<file path="config.mk">
export PLATFORM = sky130hd
export DESIGN_NAME = n64_vbus_tx
export DESIGN_NICKNAME = d
export VERILOG_FILES = /design/src/rtl/n64_vbus_tx.sv
export SDC_FILE = /design/constraint.sdc
export NUM_CORES = 1
export LEC_CHECK = 0
export CAP_MARGIN = 20
export CORE_ASPECT_RATIO = 0.9
export CORE_MARGIN = 4
export CORE_UTILIZATION = 68
export DETAILED_ROUTE_END_ITERATION = 16
export DONT_BUFFER_PORTS = 1
export PLACE_DENSITY = 0.84
export SETUP_SLACK_MARGIN = 0.02
export SLEW_MARGIN = 20
export SYNTH_ARGS = -nofsm -noshare
export SYNTH_HDL_FRONTEND = slang
export SYNTH_SLANG_ARGS = --single-unit
</file>
<file path="constraint.sdc">
create_clock -name VCLK -period 4.9 [get_ports VCLK]
set_clock_uncertainty 0.05 [all_clocks]
set_input_delay 0.735 -clock VCLK [delete_from_list [all_inputs] [get_ports VCLK]]
set_output_delay 0.735 -clock VCLK [all_outputs]
set_load 0.01 [all_outputs]
</file>
<file path="src/rtl/n64_vbus_tx.sv">
// N64 VI multiplexed video bus source: nVDSYNC plus 7-bit VD (sync word, then R, G, B per pixel).
// Raster, sync, clamp and interlace timing are generated here; active-pixel RGB is pulled over valid/ready.
module n64_vbus_tx #(
  parameter int unsigned H_TOTAL       = 773,
  parameter int unsigned H_SYNC_LEN    = 57,
  parameter int unsigned H_CLAMP_START = 62,
  parameter int unsigned H_CLAMP_LEN   = 16,
  parameter int unsigned H_ACT_START   = 116,
  parameter int unsigned H_ACT_LEN     = 640,
  parameter int unsigned V_TOTAL       = 262,
  parameter int unsigned V_SYNC_LEN    = 3,
  parameter int unsigned V_ACT_START   = 18,
  parameter int unsigned V_ACT_LEN     = 240
) (
  input  logic        VCLK,
  input  logic        nVRST,
  input  logic        en_i,
  input  logic        interlaced_i,
  input  logic        pix_valid_i,
  input  logic [20:0] pix_rgb_i,
  output logic        pix_ready_o,
  output logic        nVDSYNC,
  output logic [6:0]  VD_o,
  output logic        field_o,
  output logic        frame_start_o,
  output logic        underrun_o
);

  localparam int HW = $clog2(H_TOTAL);
  localparam int VW = $clog2(V_TOTAL + 2);
  localparam int unsigned H_HALF = H_TOTAL / 2;

  typedef enum logic [1:0] {
    ST_IDLE = 2'd0,
    ST_RUN  = 2'd1,
    ST_STOP = 2'd2
  } state_t;

  state_t          state_reg, state_next;
  logic [1:0]      phase_reg, phase_next;
  logic [HW-1:0]   hcnt_reg, hcnt_next;
  logic [VW-1:0]   vcnt_reg, vcnt_next;
  logic            field_reg, field_next;
  logic            il_reg, il_next;
  logic [20:0]     rgb_reg, rgb_next;
  logic            ready_reg, ready_next;
  logic            nvdsync_reg, nvdsync_next;
  logic [6:0]      vd_reg, vd_next;
  logic            fstart_reg, fstart_next;
  logic            underrun_reg, underrun_next;

  logic [31:0]     h32, v32, v_last, nxt_h, nxt_v;
  logic            slot_end, line_end, field_end, nxt_active;
  logic            nhsync, nclamp, ncsync, vs_act, vs_half;
  logic [6:0]      chan [3];

  genvar gi;
  generate
    for (gi = 0; gi < 3; gi++) begin : g_chan
      assign chan[gi] = rgb_reg[20-7*gi -: 7];
    end
  endgenerate

  assign h32       = 32'(hcnt_reg);
  assign v32       = 32'(vcnt_reg);
  // Odd field of an interlaced frame carries one extra line.
  assign v_last    = field_reg ? 32'(V_TOTAL) : 32'(V_TOTAL - 1);
  assign slot_end  = (phase_reg == 2'd3);
  assign line_end  = slot_end && (h32 == 32'(H_TOTAL - 1));
  assign field_end = line_end && (v32 == v_last);

  assign nhsync = !(h32 < H_SYNC_LEN);
  assign nclamp = !((h32 >= H_CLAMP_START) && (h32 < H_CLAMP_START + H_CLAMP_LEN));

  // Odd-field vsync starts half a line late and lasts the same number of lines.
  assign vs_half = ((v32 == 32'd0) && (h32 >= H_HALF)) ||
                   ((v32 > 32'd0) && (v32 < V_SYNC_LEN)) ||
                   ((v32 == 32'(V_SYNC_LEN)) && (h32 < H_HALF));
  assign vs_act  = field_reg ? vs_half : (v32 < V_SYNC_LEN);
  assign ncsync  = vs_act ? ~nhsync : nhsync;

  // Position of the slot that follows the current one, used to request its pixel.
  assign nxt_h = (h32 == 32'(H_TOTAL - 1)) ? 32'd0 : h32 + 32'd1;
  assign nxt_v = (h32 == 32'(H_TOTAL - 1)) ? ((v32 == v_last) ? 32'd0 : v32 + 32'd1) : v32;
  assign nxt_active = (nxt_h >= H_ACT_START) && (nxt_h < H_ACT_START + H_ACT_LEN) &&
                      (nxt_v >= V_ACT_START) && (nxt_v < V_ACT_START + V_ACT_LEN);

  always_comb begin
    state_next = state_reg;
    case (state_reg)
      ST_IDLE: if (en_i) state_next = ST_RUN;
      ST_RUN:  if (!en_i) state_next = field_end ? ST_IDLE : ST_STOP;
      ST_STOP: begin
        if (en_i)           state_next = ST_RUN;
        else if (field_end) state_next = ST_IDLE;
      end
      default: state_next = ST_IDLE;
    endcase
  end

  always_comb begin
    phase_next    = phase_reg;
    hcnt_next     = hcnt_reg;
    vcnt_next     = vcnt_reg;
    field_next    = field_reg;
    il_next       = il_reg;
    rgb_next      = rgb_reg;
    ready_next    = 1'b0;
    nvdsync_next  = 1'b1;
    vd_next       = 7'd0;
    fstart_next   = 1'b0;
    underrun_next = underrun_reg;

    if (state_reg == ST_IDLE) begin
      phase_next = 2'd0;
      hcnt_next  = '0;
      vcnt_next  = '0;
      if (en_i) begin
        il_next     = interlaced_i;
        field_next  = 1'b0;
        rgb_next    = '0;
        fstart_next = 1'b1;
      end
    end else begin
      phase_next = phase_reg + 2'd1;
      ready_next = (phase_reg == 2'd2) && nxt_active;
      case (phase_reg)
        2'd0: begin
          nvdsync_next = 1'b0;
          vd_next      = {3'b000, ~vs_act, nclamp, nhsync, ncsync};
        end
        2'd1:    vd_next = chan[0];
        2'd2:    vd_next = chan[1];
        default: vd_next = chan[2];
      endcase

      if (slot_end) begin
        // A starved request still consumes the slot, which then goes out black.
        rgb_next = (ready_reg && pix_valid_i) ? pix_rgb_i : 21'd0;
        if (ready_reg && !pix_valid_i) underrun_next = 1'b1;
        if (line_end) begin
          hcnt_next = '0;
          vcnt_next = vcnt_reg + 1'b1;
        end else begin
          hcnt_next = hcnt_reg + 1'b1;
        end
        if (field_end) begin
          vcnt_next   = '0;
          field_next  = (il_reg && interlaced_i) ? ~field_reg : 1'b0;
          il_next     = interlaced_i;
          fstart_next = (state_next != ST_IDLE);
        end
      end
    end
  end

  always_ff @(posedge VCLK or negedge nVRST) begin
    if (!nVRST) begin
      state_reg    <= ST_IDLE;
      phase_reg    <= 2'd0;
      hcnt_reg     <= '0;
      vcnt_reg     <= '0;
      field_reg    <= 1'b0;
      il_reg       <= 1'b0;
      rgb_reg      <= '0;
      ready_reg    <= 1'b0;
      nvdsync_reg  <= 1'b1;
      vd_reg       <= 7'd0;
      fstart_reg   <= 1'b0;
      underrun_reg <= 1'b0;
    end else begin
      state_reg    <= state_next;
      phase_reg    <= phase_next;
      hcnt_reg     <= hcnt_next;
      vcnt_reg     <= vcnt_next;
      field_reg    <= field_next;
      il_reg       <= il_next;
      rgb_reg      <= rgb_next;
      ready_reg    <= ready_next;
      nvdsync_reg  <= nvdsync_next;
      vd_reg       <= vd_next;
      fstart_reg   <= fstart_next;
      underrun_reg <= underrun_next;
    end
  end

  assign pix_ready_o   = ready_reg;
  assign nVDSYNC       = nvdsync_reg;
  assign VD_o          = vd_reg;
  assign field_o       = field_reg;
  assign frame_start_o = fstart_reg;
  assign underrun_o    = underrun_reg;

endmodule

</file>
==> flow_metrics.py <==
metrics = {
    "outcome": {
        "outcome": "completed",
    },
    "detailed_routing": {
        "ant_nets": 0,
        "totalWireLength_um": 7078,
        "wl_per_cell_um": 17.31,
        "drtIter0Drc": 266,
        "vias": 2636,
        "via_per_inst": 6.445,
        "drt_pass1_iterations": 5,
        "drcViolationCount": 0,
    },
    "setup_path": {
        "cp_top_family": "simple AND/OR/NAND/NOR gates",
        "cp_data_arrival_time_ps": 3180,
        "setup.worst_path.class": "reg -> reg",
        "worstPathRequired_ps": 5080,
        "r2r_cells": 7,
        "path_cells": "nor4_2, nand4b_1, nor2_1, o21ai_0, or3_1, nor4bb_1, a2111oi_2",
        "critPathMaxFanout": 12,
        "start_kind": "flop",
        "critPathBufInv": 0,
        "timing.critical_path.depth": 7,
        "end_kind": "flop",
        "max_stage_delay_ps": 500,
        "slowest_stage": "dfrtp_1",
    },
    "synth": {
        "synth.net_count": 391,
        "synth_edf_count": 0,
        "synth_area_um2": 3209,
        "synth_area_per_cell_um2": 9.040,
        "synth_flop_cell": "dfrtp_1",
        "ys_ff_latch": 57,
        "ys_async_sr_fraction_pct": 100.0,
        "ys_warn_count": 0,
        "yosysSeqAreaShare_pct": 44.48,
        "synthDistinctLibCells": 58,
        "synthCells": 355,
    },
    "grt": {
        "grt_pass1_vias": 2377,
        "grt_use_total_pct": 25.69,
        "grt_overflow": 0,
        "grt_max_degree": 58,
        "grt_pass1_wl_um": 11700,
        "antenna_found_initial": 0,
    },
    "die": {
        "ios": 38,
        "die_x_um": 80.42,
        "start_util_pct": 71.03,
        "coreArea_um2": 4518,
        "dieArea_um2": 5884,
        "dieHeight_um": 73.18,
        "fp-row-count": 23,
    },
    "clock_tree": {
        "cts_buffers": 9,
        "cts_sinks": 57,
        "cts_hold_repair.buffers": 0,
        "clk_pin_slew_ps": 60,
        "root_buffer": "clkbuf_8",
        "clk_latency_ps": 330,
        "tritoncts": "built",
        "cts_resized": 0,
        "clock_path_buffers": 2,
        "cts_max_level": 3,
        "cts_setup_buffers": 0,
    },
    "timing": {
        "post-route-min-period_ps": 3004,
        "period_share_pct": 61.31,
        "hold_violations": 0,
        "final_max_slew_viol_count": 0,
        "rsz0062_at_grt": "false",
        "tns_ps": 0,
        "fin_ws_ps": 1896,
        "slew_headroom_pct": 41.43,
        "tightest_slew_ps": 875.4,
        "setup_violations": 0,
        "fmax_ghz": 0.3329,
    },
    "layout": {
        "most-common-layout-cells": "dfrtp_1, nand2_1, nor2_1",
        "fillers": 324,
        "regArea_um2": 1428,
        "final_common_cell": "dfrtp_1",
        "largest_reg_flops": 21,
        "drive_gt1_share_pct": 7.205,
        "fin_nets": 378,
        "syn_to_final_growth_pct": 5.497,
        "antenna-diode-count": 0,
        "multiInputGateArea_um2": 1652,
    },
    "power_and_ir_drop": {
        "p_per_area_nw_per_um2": 307.6,
        "peakVddDrop_mv": 0.2800,
        "leakagePower_nw": 1.470,
    },
    "placed_design": {
        "io_buffers": 0,
        "globalplace.congestion": 0.9435,
        "dp_worst_setup_slack_ps": 1955,
        "dpl.hpwl_um": 4713,
    },
    "worst_hold_path": {
        "hp-class": "in -> async",
    },
    "job": {
        "maxCapViolations": 0,
    },
}
==> through the flow <==
stage / total power (W) / area (µm²) / util, % / hold WS [ps] / instances
4_1_cts: 0.001049 / 3378 / 74.77 / 24.56 / 409
6_report: 0.001042 / 3386 / 74.94 / 38.17 / 409
3_3_place_gp: 0.0006653 / 3206 / 70.95 / 390.9 / 393
3_5_place_dp: 0.0006691 / 3206 / 70.95 / 391.0 / 393
5_1_grt: 0.001090 / 3386 / 74.94 / 25.96 / 409
2_1_floorplan: 0.0006287 / 3209 / - / 389.4 / 355
==> where the power goes <==
| group | switching [W] | internal (W) |
|---|---|---|
| combinational | 0.0000941 | 0.0000476 |
| sequential | 0.0000277 | 0.000497 |
| clock | 0.000181 | 0.000195 |
| total | 0.000302 | 0.000739 |
==> metal layers <==
layer,vias to the layer above,wire [µm],global-route usage [%]
met1,1263,3228,36.07
met2,98,3290,38.33
met3,14,456,6.296
li1,1261,-,-
met4,0,102,10.51
met5,-,0,0
==> cells by family after synthesis <==
| group | Yosys count | synth area share [%] |
|---|---|---|
| AOI/OAI and AO/OA | 103 | 22.03 |
| buffers and inverters | 37 | 4.483 |
| and+or+nand+nor | 134 | 20.97 |
| muxes | 6 | 1.949 |
| DFF | 57 | 44.48 |
| xor gates and xnor gates | 8 | 2.183 |
| adders and majority gates | 10 | 3.899 |
==> cell type report <==
cell class	count	area share (%)
repair buffers	2	0.4435
clock inverters	5	0.9239
flip-flops and latches	57	42.17
multi-input cells	261	48.78
clock buffers	11	4.176
well taps	62	2.291
inverters	11	1.220
==> path summary, 6_finish.rpt <==
check | startpoint | endpoint | slack (ps)
worst max-delay path | hcnt_reg[6] | pix_ready_o | 1900
worst min-delay path | nVRST | vcnt_reg[3] | 40
worst max register to register | hcnt_reg[6] | pix_ready_o | 1900
worst min register to register | chan[8] | chan[8] | 440
max in group asynchronous | nVRST | nVDSYNC | 4580
min in group VCLK | en_i | state_reg[1] | 420
==> worst reg2reg max path, stage by stage, from the launching register on <==
cell and delay, ps:
dfrtp_1 500, nor4_2 470, nand4b_1 490, nor2_1 280
o21ai_0 210, or3_1 410, nor4bb_1 140, a2111oi_2 350
==> cells in the mapped netlist, types with 4 or more instances <==
master / instances / area share (%)
a21oi_1: 20 / 3.1
nor3_1: 5 / 0.78
ha_1: 10 / 3.9
o21ai_0: 28 / 4.4
nand2b_1: 5 / 0.97
or3_1: 7 / 1.4
mux2i_1: 4 / 1.2
nand2_1: 40 / 4.7
buf_2: 4 / 0.62
o31ai_1: 6 / 1.4
xor2_1: 4 / 1.1
a22oi_1: 4 / 0.94
xnor2_1: 4 / 1.1
clkbuf_1: 22 / 2.6
nor2_1: 36 / 4.2
a22o_1: 15 / 4.1
a221oi_1: 4 / 1.1
inv_1: 11 / 1.3
dfrtp_1: 56 / 44
nand3_1: 8 / 1.2
nor2b_1: 5 / 0.97
nand4_1: 4 / 0.78
and4_1: 5 / 1.4
and3_1: 4 / 0.78
(Power assumes the default switching activity.)
==> edit 1: new RTL, config.mk and constraints unchanged <==
`rgb_reg` and `vd_reg` no longer have a reset.
--- a/src/rtl/n64_vbus_tx.sv
+++ b/src/rtl/n64_vbus_tx.sv
@@ -163,8 +163,6 @@
       field_reg    <= 1'b0;
       il_reg       <= 1'b0;
-      rgb_reg      <= '0;
       ready_reg    <= 1'b0;
       nvdsync_reg  <= 1'b1;
-      vd_reg       <= 7'd0;
       fstart_reg   <= 1'b0;
       underrun_reg <= 1'b0;
@@ -176,11 +174,14 @@
       field_reg    <= field_next;
       il_reg       <= il_next;
-      rgb_reg      <= rgb_next;
       ready_reg    <= ready_next;
       nvdsync_reg  <= nvdsync_next;
-      vd_reg       <= vd_next;
       fstart_reg   <= fstart_next;
       underrun_reg <= underrun_next;
     end
+  end
+
+  always_ff @(posedge VCLK) begin
+    rgb_reg <= rgb_next;
+    vd_reg  <= vd_next;
   end
 
Function: differs if nVRST is asserted again (counterexample within 4 cycles, from zero or initial values and one cycle with nVRST low); with nVRST held inactive, the same outputs for 10 cycles.
==> edit 1 against the original RTL <==
Cell area is 1.3% lower. Total power is 16% higher. Setup slack better by 0.083 ns. Synthesized area is 2.0% lower. Global-route usage is 1.2 points lower. First-iteration DRC count is 3.0% lower. Sequential cell count stayed put. Wire length is 12% lower.
==> edit 1: results (changes against the original RTL) <==
outcome finished, final reports clean; crit path DAT 3.12 ns (-0.06 ns); Avg WL per Cell 16.2 µm (-6.1%); EDFF count, synth 21 (+21); worst-margin pin slew 0.658 ns (-0.217 ns); xor/xnor share of the synthesized area 3.62% (+1.4 points); dpl hpwl 4.26 mm (-9.7%); Post-Place Cell Area 3130 µm² (-2.3%); worst vdd ir 0.298 mV (+6.3%); routed wire length 6.21 mm (-12%); synth unique cells 64 (+10%); R2R setup slack 1.98 ns (+0.08 ns); top cells by count, synth nor2_1 (40), dfrtp_1 (28), and2_1 (23); first-pass GRT wire length 10.7 mm (-8.7%); NumNets Final 351 (-7.1%); vias in the first global route 2239 (-5.8%); post-synthesis mux area share 2.07% (+0.12 points); H-tree depth 3 (unchanged); post-synthesis sequential area ratio 47.6% (+3.1 points); syn_area_per_cell 9.65 µm² (+6.7%); max reg flops 21 (unchanged); worst reg-to-reg path cell count 5 (-2); pre-CTS setup slack 1.88 ns (-0.0749 ns); crit-path max cell delay 0.59 ns (+0.09 ns); leakage power 0.00133 µW (-9.6%); Detailed Route Iter0 Violations 258 (-3.0%); GPL Wtd Cong 0.901 (-4.5%); Sw Ratio 27.8% (-1.3 points); share of layout cells above drive strength 1 9.69% (+2.5 points); Critical Path Fanout Max 11 (-1); Post-Syn Nets 362 (-7.4%); FILL cells 284 (-12%); compound-cell area share of the yosys netlist 14.4% (-7.7 points); minimum clock period 2.92 ns (-0.0833 ns); vias 2381 (-9.7%); overall routing resource usage 24.5% (-1.2 points); worst setup path end vcnt_reg[5]; Synth async-reset ratio 50.9% (-49 points); largest net degree at the start of global routing 32 (-45%); slowest CP cell or4_4; synthesized-area fraction occupied by adder cells 3.98% (+0.079 points); Synth area leaders dfrtp_1 (22%), edfxtp_1 (20%), nor2_1 (4.8%), and2_1 (4.6%), dfxtp_1 (4.5%)
## edit 1: cell count changes after synthesis, moves of 15 or more
cell and delta:
nand2_1 -18, a22o_1 -15, and2_1 +21, dfrtp_1 -28, o21ai_0 -17, edfxtp_1 +21
## edit 1: final cells by class
| cell class | instances | area [µm²] | share of cell area (%) |
|---|---|---|---|
| clock buffers | 11 | 141 | 4.23 |
| clock inverters | 5 | 55.1 | 1.65 |
| inverters | 11 | 41.3 | 1.24 |
| multi-input cells | 234 | 1510 | 45.3 |
| flip-flops and latches | 57 | 1500 | 44.8 |
| well taps | 62 | 77.6 | 2.32 |
| repair buffers | 2 | 15.0 | 0.449 |
## edit 1: power groups by stage
stage | clock network (µW) | registers, µW | logic [µW]
after floorplan | 0 | 597 | 139
after global placement | 0 | 612 | 165
after detailed placement | 0 | 615 | 171
after CTS | 435 | 606 | 173
after global routing | 460 | 611 | 196
final | 427 | 605 | 173
## edit 1: layer usage
metal | vias up | part of all wire (%) | global-route usage (%) | wire length, µm
met4 | 0 | 2.1 | 9.73 | 129
met5 | - | 0 | 0 | 0
met2 | 112 | 48 | 38.1 | 2950
li1 | 1141 | - | - | -
met3 | 14 | 8.1 | 8.44 | 500
met1 | 1114 | 42 | 31.5 | 2630
## edit 1: stage by stage
| stage | hold slack (ns) | utilization (%) |
|---|---|---|
| 2_1_floorplan | 0.389 | - |
| 3_3_place_gp | 0.390 | 70.2 |
| 3_5_place_dp | 0.390 | 70.2 |
| 4_1_cts | 0.0258 | 74.6 |
| 5_1_grt | 0.0156 | 74.9 |
| 6_report | 0.0407 | 74.9 |
==> edit 2: new RTL, same settings <==
Without the edit above. `V_TOTAL`: 262 -> 524.
--- a/src/rtl/n64_vbus_tx.sv
+++ b/src/rtl/n64_vbus_tx.sv
@@ -8,5 +8,5 @@
   parameter int unsigned H_ACT_START   = 116,
   parameter int unsigned H_ACT_LEN     = 640,
-  parameter int unsigned V_TOTAL       = 262,
+  parameter int unsigned V_TOTAL       = 524,
   parameter int unsigned V_SYNC_LEN    = 3,
   parameter int unsigned V_ACT_START   = 18,
Check against the original RTL: no difference found for any inputs over 10 cycles, from zero or initial values and one cycle with nVRST low; that may be too few to reach the edited logic, so the function may still have changed.
==> edit 2 against the original RTL <==
Synthesized area rose by 2.5%. Total power grew 13%. Setup slack got worse by 0.18 ns. Cell area is 2.4% higher. Count of clock-buffer cells in the layout down 1. Sequential cell count rose by 1. Clock power increased by 21%. Wire length increased by 7.3%.
==> edit 2: results (changes against the original RTL) <==
outcome finished, final reports clean; worst reg-to-reg path cell count 6 (-1); Initial DRT Pass Iterations 5 (unchanged); routed wire length 7.59 mm (+7.3%); Hold Crit Class input pin to asynchronous set/reset pin; Detailed Route Iter0 Violations 307 (+15%); slowest CP cell nor3_1; worst-margin pin slew 1.04 ns (+0.169 ns); initial antenna violation count 0 (unchanged); Worst-path clk slew 0.08 ns (+0.02 ns); R2R setup slack 1.72 ns (-0.18 ns); synth unique cells 60 (+3.4%); Critical Path Fanout Max 14 (+2); GPL Wtd Cong 0.942 (-0.17%); Max Root-Sink Buffers 2 (unchanged); NumNets Final 382 (+1.1%); Post-CTS Setup Bufs 0 (unchanged); Num CTS Buffers 9 (unchanged); leakage power 0.00141 µW (-4.1%); H-tree depth 3 (unchanged); Post-Syn Nets 397 (+1.5%); crit-path max cell delay 0.80 ns (+0.30 ns); Syn. warnings 0 (unchanged); dpl hpwl 5.11 mm (+8.3%); Synth area leaders dfrtp_1 (43%), o21ai_0 (5.0%), a22o_1 (4.8%), nand2_1 (3.9%), ha_1 (3.8%); max reg flops 21 (unchanged); Post-Place Cell Area 3250 µm² (+1.4%); post-cts resize count 0 (unchanged); top cells by count, synth dfrtp_1 (57), nand2_1 (34), nor2_1 (33), o21ai_0 (33), clkbuf_1 (22); DR vias/cell 6.65 (+3.2%); worst hold slack 0.0250 ns (-0.0132 ns); share of layout cells above drive strength 1 8.83% (+1.6 points); FILL cells 329 (+1.5%); Sw Ratio 30.8% (+1.8 points); critical path startpoint hcnt_reg[6]; Synth async-reset ratio 100% (unchanged); Worst R2R End vcnt_reg[4]; pre-CTS setup slack 1.81 ns (-0.149 ns); crit path DAT 3.37 ns (+0.19 ns); vias in the first global route 2546 (+7.1%); first-pass GRT wire length 12.6 mm (+7.8%); worst vdd ir 0.269 mV (-4.0%); PortBufs 0 (unchanged); largest net degree at the start of global routing 59 (+1.7%); post-synthesis sequential area ratio 44.2% (-0.32 points); clock insertion delay at the later pin of the skew report 0.36 ns (+0.03 ns); overall routing resource usage 28.0% (+2.3 points); diode count 0 (unchanged)
-- edit 2: worst register-to-register path, stage by stage (launching register included) --
cell and delay [ns]:
dfrtp_1 0.49, or4_4 0.63, nor3_1 0.80, nand3_1 0.64
nor2_1 0.25, o21ai_0 0.11, o31ai_1 0.11
-- edit 2: per-stage QoR --
stage | instances | utilization [%]
after floorplan | 361 | -
after global placement | 396 | 71.1
after detailed placement | 396 | 71.1
after CTS | 412 | 75.5
after global routing | 413 | 75.8
final | 413 | 75.8
-- edit 2: how the worst max path moves through the flow --
stage	endpoint	slack [ns]	cells after the start
2_1_floorplan	il_reg	2.53	8
3_3_place_gp	vcnt_reg[8]	1.87	5
3_5_place_dp	vcnt_reg[3]	1.81	6
4_1_cts	vcnt_reg[4]	1.76	6
5_1_grt	vcnt_reg[4]	1.37	6
6_report	vcnt_reg[4]	1.72	6
-- edit 2: cells by family after synthesis --
| logic type | Yosys count | synth area share [%] |
|---|---|---|
| compound gates | 110 | 23.3 |
| simple gates | 134 | 21.0 |
| fa+ha+maj | 10 | 3.80 |
| xor+xnor | 6 | 1.60 |
| flops | 58 | 44.2 |
| mux | 2 | 0.761 |
| buf+inv | 41 | 5.44 |
-- edit 2: area by class of cell --
class                      instances  area (µm²)  share of cell area [%]
timing repair buffer               3        25.0                   0.721
inverter                          12        45.0                    1.30
multi-input combinational        262        1660                    48.0
clock buffer                      10         138                    3.97
clock inverter                     6        66.3                    1.91
tap                               62        77.6                    2.24
sequential                        58        1450                    41.9
-- edit 2: metal layers --
| layer | global-route usage, % | up-vias | routed length (µm) |
|---|---|---|---|
| li1 | - | 1294 | - |
| met1 | 39.6 | 1305 | 3300 |
| met2 | 39.6 | 124 | 3490 |
| met3 | 9.56 | 23 | 629 |
| met4 | 12.0 | 0 | 173 |
| met5 | 0 | - | 0 |
-- edit 2: power groups by stage --
stage	clock network, µW	registers, µW	logic [µW]
after floorplan	0	540	141
after global placement	0	559	165
after detailed placement	0	561	170
after CTS	461	552	172
after global routing	483	558	197
final	454	552	175
